[config.mk]
export PLATFORM = sky130hd
export DESIGN_NAME = fizzbuzz_seq
export DESIGN_NICKNAME = d
export VERILOG_FILES = /design/src/rtl/fizzbuzz_seq.sv
export SDC_FILE = /design/constraint.sdc
export NUM_CORES = 1
export LEC_CHECK = 0
export BUFFER_PORTS_ARGS = -buffer_cell sky130_fd_sc_hd__buf_2
export CAP_MARGIN = 30
export CORE_AREA = 2 2 78 80
export CTS_CLUSTER_DIAMETER = 50
export DETAILED_ROUTE_END_ITERATION = 7
export DIE_AREA = 0 0 80 82
export HOLD_SLACK_MARGIN = 0.15
export MAX_ROUTING_LAYER = met4
export PLACE_DENSITY = 0.83
export SLEW_MARGIN = 30
export SYNTH_ARGS = -nofsm -noshare
export SYNTH_HDL_FRONTEND = slang
export SYNTH_SLANG_ARGS = --single-unit
[constraint.sdc]
create_clock -name clk -period 9.5 [get_ports clk]
set_input_delay 1.425 -clock clk [delete_from_list [all_inputs] [get_ports clk]]
set_output_delay 1.425 -clock clk [all_outputs]
set_load 0.02 [all_outputs]
[src/rtl/fizzbuzz_seq.sv]
// FizzBuzz line sequencer: counts 1..LIMIT and streams one ASCII line per value
// ("Fizz", "Buzz", "FizzBuzz" or the decimal number, each followed by CR LF) over
// a valid/ready byte handshake to a UART transmitter.
// Optional build macro FIZZBUZZ_LOOP_EN: restart from 1 after LIMIT instead of stopping.
module fizzbuzz_seq #(
  parameter int unsigned LIMIT        = 100,
  parameter int unsigned PAUSE_CYCLES = 0
) (
  input  logic       clk,
  input  logic       rst,
  input  logic       start,
  output logic [7:0] tx_data,
  output logic       tx_valid,
  input  logic       tx_ready,
  output logic       busy,
  output logic       done,
  output logic [7:0] led
);

  typedef enum logic [1:0] {StIdle, StEmit, StGap, StDone} state_e;

  localparam logic [9:0] LimitVal = 10'(LIMIT);
  localparam int unsigned GapW = (PAUSE_CYCLES < 2) ? 1 : $clog2(PAUSE_CYCLES + 1);
  localparam logic [GapW-1:0] GapLoad = GapW'(PAUSE_CYCLES);

  localparam logic [7:0] ChCr = 8'h0D;
  localparam logic [7:0] ChLf = 8'h0A;

  state_e          state_q, state_d;
  logic [9:0]      value_q, value_d;
  logic [1:0]      mod3_q, mod3_d;
  logic [2:0]      mod5_q, mod5_d;
  logic [3:0]      bcd_h_q, bcd_h_d, bcd_t_q, bcd_t_d, bcd_o_q, bcd_o_d;
  logic [3:0]      idx_q, idx_d;
  logic [GapW-1:0] gap_q, gap_d;
  logic [7:0]      tx_data_q, tx_data_d;
  logic            tx_valid_q, tx_valid_d;
  logic            busy_q, busy_d;
  logic            done_q, done_d;
  logic [7:0]      led_q, led_d;

  // Incremented counter values, used when a line completes.
  logic [9:0] value_inc;
  logic [1:0] mod3_inc;
  logic [2:0] mod5_inc;
  logic [3:0] bcd_h_inc, bcd_t_inc, bcd_o_inc;
  logic       carry_o, carry_t;

  // Character at position idx of the line for the given classification/BCD value.
  function automatic logic [7:0] line_char(input logic [1:0] m3, input logic [2:0] m5,
                                           input logic [3:0] h, input logic [3:0] t,
                                           input logic [3:0] o, input logic [3:0] idx);
    logic [7:0] ch;
    logic [3:0] nd;
    logic [3:0] pos;
    logic [3:0] d;
    ch  = ChLf;
    nd  = 4'd1;
    pos = 4'd0;
    d   = 4'd0;
    if (m3 == 2'd0 && m5 == 3'd0) begin
      case (idx)
        4'd0:                            ch = 8'h46;
        4'd1:                            ch = 8'h69;
        4'd2, 4'd3, 4'd6, 4'd7:          ch = 8'h7A;
        4'd4:                            ch = 8'h42;
        4'd5:                            ch = 8'h75;
        4'd8:                            ch = ChCr;
        default:                         ch = ChLf;
      endcase
    end else if (m3 == 2'd0) begin
      case (idx)
        4'd0:       ch = 8'h46;
        4'd1:       ch = 8'h69;
        4'd2, 4'd3: ch = 8'h7A;
        4'd4:       ch = ChCr;
        default:    ch = ChLf;
      endcase
    end else if (m5 == 3'd0) begin
      case (idx)
        4'd0:       ch = 8'h42;
        4'd1:       ch = 8'h75;
        4'd2, 4'd3: ch = 8'h7A;
        4'd4:       ch = ChCr;
        default:    ch = ChLf;
      endcase
    end else begin
      // Leading-zero suppression: skip the top (3 - nd) BCD digits.
      if (h != 4'd0)      nd = 4'd3;
      else if (t != 4'd0) nd = 4'd2;
      else                nd = 4'd1;
      pos = idx + 4'd3 - nd;
      case (pos)
        4'd0:    d = h;
        4'd1:    d = t;
        default: d = o;
      endcase
      if (idx < nd)       ch = {4'h3, d};
      else if (idx == nd) ch = ChCr;
      else                ch = ChLf;
    end
    return ch;
  endfunction

  // Divider-free counter increments with decimal carry.
  always_comb begin
    value_inc = value_q + 10'd1;
    mod3_inc  = (mod3_q == 2'd2) ? 2'd0 : mod3_q + 2'd1;
    mod5_inc  = (mod5_q == 3'd4) ? 3'd0 : mod5_q + 3'd1;
    carry_o   = (bcd_o_q == 4'd9);
    carry_t   = carry_o && (bcd_t_q == 4'd9);
    bcd_o_inc = carry_o ? 4'd0 : bcd_o_q + 4'd1;
    bcd_t_inc = carry_o ? (carry_t ? 4'd0 : bcd_t_q + 4'd1) : bcd_t_q;
    bcd_h_inc = carry_t ? bcd_h_q + 4'd1 : bcd_h_q;
  end

  // Next-state and output register logic.
  always_comb begin
    logic       line_end;
    logic [7:0] first_ch;
    state_d    = state_q;
    value_d    = value_q;
    mod3_d     = mod3_q;
    mod5_d     = mod5_q;
    bcd_h_d    = bcd_h_q;
    bcd_t_d    = bcd_t_q;
    bcd_o_d    = bcd_o_q;
    idx_d      = idx_q;
    gap_d      = gap_q;
    tx_data_d  = tx_data_q;
    tx_valid_d = tx_valid_q;
    busy_d     = busy_q;
    done_d     = done_q;
    led_d      = led_q;
    line_end   = 1'b0;
    first_ch   = 8'h31;

    case (state_q)
      StIdle, StDone: begin
        if (start) begin
          value_d    = 10'd1;
          mod3_d     = 2'd1;
          mod5_d     = 3'd1;
          bcd_h_d    = 4'd0;
          bcd_t_d    = 4'd0;
          bcd_o_d    = 4'd1;
          led_d      = 8'd1;
          idx_d      = 4'd0;
          state_d    = StEmit;
          busy_d     = 1'b1;
          done_d     = 1'b0;
          tx_valid_d = 1'b1;
          tx_data_d  = 8'h31;
        end
      end
      StEmit: begin
        if (tx_valid_q && tx_ready) begin
          // LF only ever appears as the final character of a line.
          if (tx_data_q == ChLf) begin
            if (value_q == LimitVal) begin
`ifdef FIZZBUZZ_LOOP_EN
              value_d  = 10'd1;
              mod3_d   = 2'd1;
              mod5_d   = 3'd1;
              bcd_h_d  = 4'd0;
              bcd_t_d  = 4'd0;
              bcd_o_d  = 4'd1;
              led_d    = 8'd1;
              first_ch = 8'h31;
              line_end = 1'b1;
`else
              state_d    = StDone;
              busy_d     = 1'b0;
              done_d     = 1'b1;
              tx_valid_d = 1'b0;
`endif
            end else begin
              value_d  = value_inc;
              mod3_d   = mod3_inc;
              mod5_d   = mod5_inc;
              bcd_h_d  = bcd_h_inc;
              bcd_t_d  = bcd_t_inc;
              bcd_o_d  = bcd_o_inc;
              led_d    = value_inc[7:0];
              first_ch = line_char(mod3_inc, mod5_inc, bcd_h_inc, bcd_t_inc, bcd_o_inc, 4'd0);
              line_end = 1'b1;
            end
          end else begin
            idx_d     = idx_q + 4'd1;
            tx_data_d = line_char(mod3_q, mod5_q, bcd_h_q, bcd_t_q, bcd_o_q, idx_q + 4'd1);
          end
        end
      end
      StGap: begin
        if (gap_q == GapW'(1)) begin
          state_d    = StEmit;
          idx_d      = 4'd0;
          tx_valid_d = 1'b1;
          tx_data_d  = line_char(mod3_q, mod5_q, bcd_h_q, bcd_t_q, bcd_o_q, 4'd0);
        end else begin
          gap_d = gap_q - GapW'(1);
        end
      end
      default: state_d = StIdle;
    endcase

    // Start the next line either immediately or after the idle gap.
    if (line_end) begin
      idx_d = 4'd0;
      if (PAUSE_CYCLES == 0) begin
        state_d    = StEmit;
        tx_valid_d = 1'b1;
        tx_data_d  = first_ch;
      end else begin
        state_d    = StGap;
        tx_valid_d = 1'b0;
        gap_d      = GapLoad;
      end
    end
  end

  // State registers with synchronous reset.
  always_ff @(posedge clk) begin
    if (rst) begin
      state_q    <= StIdle;
      value_q    <= 10'd1;
      mod3_q     <= 2'd1;
      mod5_q     <= 3'd1;
      bcd_h_q    <= 4'd0;
      bcd_t_q    <= 4'd0;
      bcd_o_q    <= 4'd1;
      idx_q      <= 4'd0;
      gap_q      <= '0;
      tx_data_q  <= 8'h00;
      tx_valid_q <= 1'b0;
      busy_q     <= 1'b0;
      done_q     <= 1'b0;
      led_q      <= 8'h00;
    end else begin
      state_q    <= state_d;
      value_q    <= value_d;
      mod3_q     <= mod3_d;
      mod5_q     <= mod5_d;
      bcd_h_q    <= bcd_h_d;
      bcd_t_q    <= bcd_t_d;
      bcd_o_q    <= bcd_o_d;
      idx_q      <= idx_d;
      gap_q      <= gap_d;
      tx_data_q  <= tx_data_d;
      tx_valid_q <= tx_valid_d;
      busy_q     <= busy_d;
      done_q     <= done_d;
      led_q      <= led_d;
    end
  end

  assign tx_data  = tx_data_q;
  assign tx_valid = tx_valid_q;
  assign busy     = busy_q;
  assign done     = done_q;
  assign led      = led_q;

endmodule

==> flow_summary.yaml <==
run_status:
  status: "finished, final reports clean"
floorplan:
  row_count: 28
  coreArea_sq_um: 5750
  fp.dieArea_sq_um: 6560
  die_h_um: 82
  fp.dieW_um: 80
  ios: 23
  start_util: 0.635
grt:
  globalRouteMet1Util: 0.384
  grt_max_degree: 35
  antenna_found_initial: 0
  grt_pass1_vias: 3201
  grt_busiest_layer: "met2"
  grt_pass1_wl_um: 15200
  met3_usage: 0.0495
  grt_overflow: 0
  grtUsageMet2: 0.481
  grt_usage: 0.301
setup_path:
  rr_startpoint: "bcd_t_q[0]$_SDFFE_PP0P_"
  crit_path_max_incr_delay_ns: 0.50
  path_depth: 13
  start_kind: "flip-flop"
  cp_max_fo: 14
  path_delay_family: "adder cells"
  r2r_cells: 13
  required_ns: 9.71
  crit_slowest_cell: "or3b_2"
  critPathKind: "reg2reg"
  worst_ep_arrival_time_ns: 4.10
  crit_chain: "inv_1 -> ha_1 -> or3b_2 -> nor2_1 -> ha_1 -> ha_1 -> fa_1 -> xnor3_1 -> and2_1 -> mux2i_1 -> a2111oi_0 -> o21ai_0 -> o41ai_1"
  r2r-end: "tx_data[0]$_SDFFE_PP0P_"
  critPathCaptureType: "flip-flop"
  rrSetupSlack_ns: 5.61
  critPathBufInv: 1
  crit_path_frequent_cell: "ha_1"
clock_tree:
  clk_pin_slew_ns: 0.10
  cts_setup_buffers: 0
  cts.sinks: 45
  ctsResizeCount: 0
  clock_path_buffers: 2
  cts-buffers-inserted: 5
  clk-insertion-delay-late_ns: 0.31
  tritoncts: "done"
  h-tree-depth: 2
  ctsHoldBuffers: 0
  root_buffer: "clkbuf_8"
route:
  via_per_inst: 6.54
  vias: 3644
  postRouteAntennaNets: 0
  drt_iter0_markers: 280
  first_pass_iters: 5
  drt-wirelength-per-cell_um: 16.8
  drc: 0
  wl_um: 9370
timing:
  min_period_over_period: 0.410
  finalCriticalPeriod_ns: 3.89
  hold_violations: 0
  fin_skew_ns: 0.00645
  setup_slack_ns: 5.61
  timing.fmax_ghz: 0.257
  rsz0062_at_grt: "no"
  setup_tns_ns: 0
  setup_viol: 0
  drv_slew: 0
  worstMarginPinSlew_ns: 0.757
  relSlewSlack: 0.489
  whs_ns: 0.476
synthesis:
  synthFlopType: "dfxtp_1"
  synth-edff-count: 0
  synthCells: 492
  syn_nets: 522
  ys_seq_area_frac: 0.247
  async_flop_share: 0
  yosysWarnings: 0
  avgSynthCellArea_sq_um: 7.42
  synth.distinct_cells: 68
  ys_ff_latch: 45
  syn_area_sq_um: 3650
min_path:
  hold_class: "reg2reg"
  hp-start: "gap_q$_SDFFE_PP0N_"
  hold-path-cell-count: 2
  whs_endpoint: "gap_q$_SDFFE_PP0N_"
final_layout:
  fillers: 518
  nets: 511
  syn2layout_area_growth_pct: 3.70
  fin_util: 0.659
  diodes: 0
  layout-drive-gt1-share: 0.0871
place:
  gp_congestion: 0.979
  port-buffer-count: 21
  dp_hpwl_um: 6870
  place_ws_ns: 5.73
power_and_ir_drop:
  p_per_area_nw_per_um2: 190
  fin_total_pwr_uw: 721
  irDropWorstVdd_mv: 0.144
  p_leak_uw: 0.00148
flow_run:
  cap_violations: 0
metal layers:
layer	part of all wire	wire length (um)
met4	0.023	216
met1	0.43	4050
met3	0.076	708
met2	0.47	4400
met5	0	0
registers in the layout, indices dropped and copies added, names as in the netlist:
register and cells:
busy 1, tx_valid 1, mod5_q 3, tx_data 7, led 1, gap_q 1, bcd_o_q 4, bcd_h_q 4
mod3_q 2, state_q 2, done 1, idx_q 4, bcd_t_q 4, value_q 10
tightest hold or removal path: stages, from the launching register on:
cell	delay [ns]
dfxtp_1	0.32
inv_1	0.06
a21oi_1	0.06
cells in the mapped netlist, types with 6 or more instances:
| cell type | n | area, sq um |
|---|---|---|
| a22oi_1 | 9 | 67.6 |
| nor3_1 | 12 | 60.1 |
| nor4_1 | 6 | 37.5 |
| a31oi_1 | 8 | 50.1 |
| o21ai_0 | 29 | 145 |
| inv_1 | 26 | 97.6 |
| and3_1 | 6 | 37.5 |
| nand3_1 | 12 | 60.1 |
| xnor2_1 | 8 | 70.1 |
| buf_4 | 8 | 60.1 |
| xor2_1 | 8 | 70.1 |
| mux2i_1 | 6 | 60.1 |
| ha_1 | 25 | 313 |
| nand3b_1 | 7 | 52.6 |
| dfxtp_1 | 45 | 901 |
| nand2_1 | 33 | 124 |
| clkbuf_1 | 30 | 113 |
| nor2_1 | 64 | 240 |
| a21oi_1 | 37 | 185 |
| nand2b_1 | 13 | 81.3 |
stage by stage:
stage	cells	instance area, sq um
floorplan	492	3650
global route	557	3780
CTS	557	3770
global placement	549	3680
finish	557	3780
detailed placement	549	3680
where the power goes:
| part | internal, uW | total [uW] | switching (uW) |
|---|---|---|---|
| combinational | 127 | 363 | 236 |
| clock | 52.4 | 128 | 75.2 |
| sequential | 210 | 230 | 20.0 |
| total | 389 | 721 | 331 |
cell type report:
cell class,instances,area [sq um],share of cell area
clock buffer,5,68.8,0.0182
clock inverter,3,21.3,0.00562
inverter,26,97.6,0.0258
multi-input combinational,380,2480,0.656
sequential,45,901,0.238
tap,75,93.8,0.0248
timing repair buffer,23,120,0.0317
worst max path at each step:
stage | start | to | slack [ns]
after CTS | bcd_t_q[0]$_SDFFE_PP0P_ | tx_data[0]$_SDFFE_PP0P_ | 5.67
after floorplan | bcd_t_q[0]$_SDFFE_PP0P_ | tx_data[0]$_SDFFE_PP0P_ | 5.93
after global placement | bcd_t_q[0]$_SDFFE_PP0P_ | tx_data[0]$_SDFFE_PP0P_ | 5.86
after global routing | bcd_t_q[0]$_SDFFE_PP0P_ | tx_data[0]$_SDFFE_PP0P_ | 5.35
final | bcd_t_q[0]$_SDFFE_PP0P_ | tx_data[0]$_SDFFE_PP0P_ | 5.61
after detailed placement | bcd_t_q[0]$_SDFFE_PP0P_ | tx_data[0]$_SDFFE_PP0P_ | 5.73
cell usage in the layout (no fill, tap or decap), types with 4 or more instances in the layout:
cell type and instances:
nor2_1 64, dfxtp_1 45, a21oi_1 37, nand2_1 33, o21ai_0 29, inv_1 26, ha_1 25, buf_2 21
nand2b_1 13, nor3_1 12, nand3_1 12, a22oi_1 9, xnor2_1 8, xor2_1 8, a31oi_1 8, nand3b_1 7
mux2i_1 6, nor4_1 6, and3_1 6, nor3b_1 5, nand4_1 5, o22ai_1 5, clkbuf_8 5, a211o_1 4
or4_1 4, o41ai_1 4, or3_1 4, o211ai_1 4
kinds of logic (layout without fill, tap and decap cells):
logic type      after synthesis  count (layout)  share of synthesized area
mux                           6               6                     0.0165
xor+xnor                     17              17                     0.0446
flops                        45              45                      0.247
simple gates                191             191                      0.269
fa+ha+maj                    26              26                     0.0912
buf+inv                      67              57                     0.0796
other cells                   1               1                    0.00103
compound gates              139             139                      0.252
Note: power is estimated with default switching activity, not from simulation.
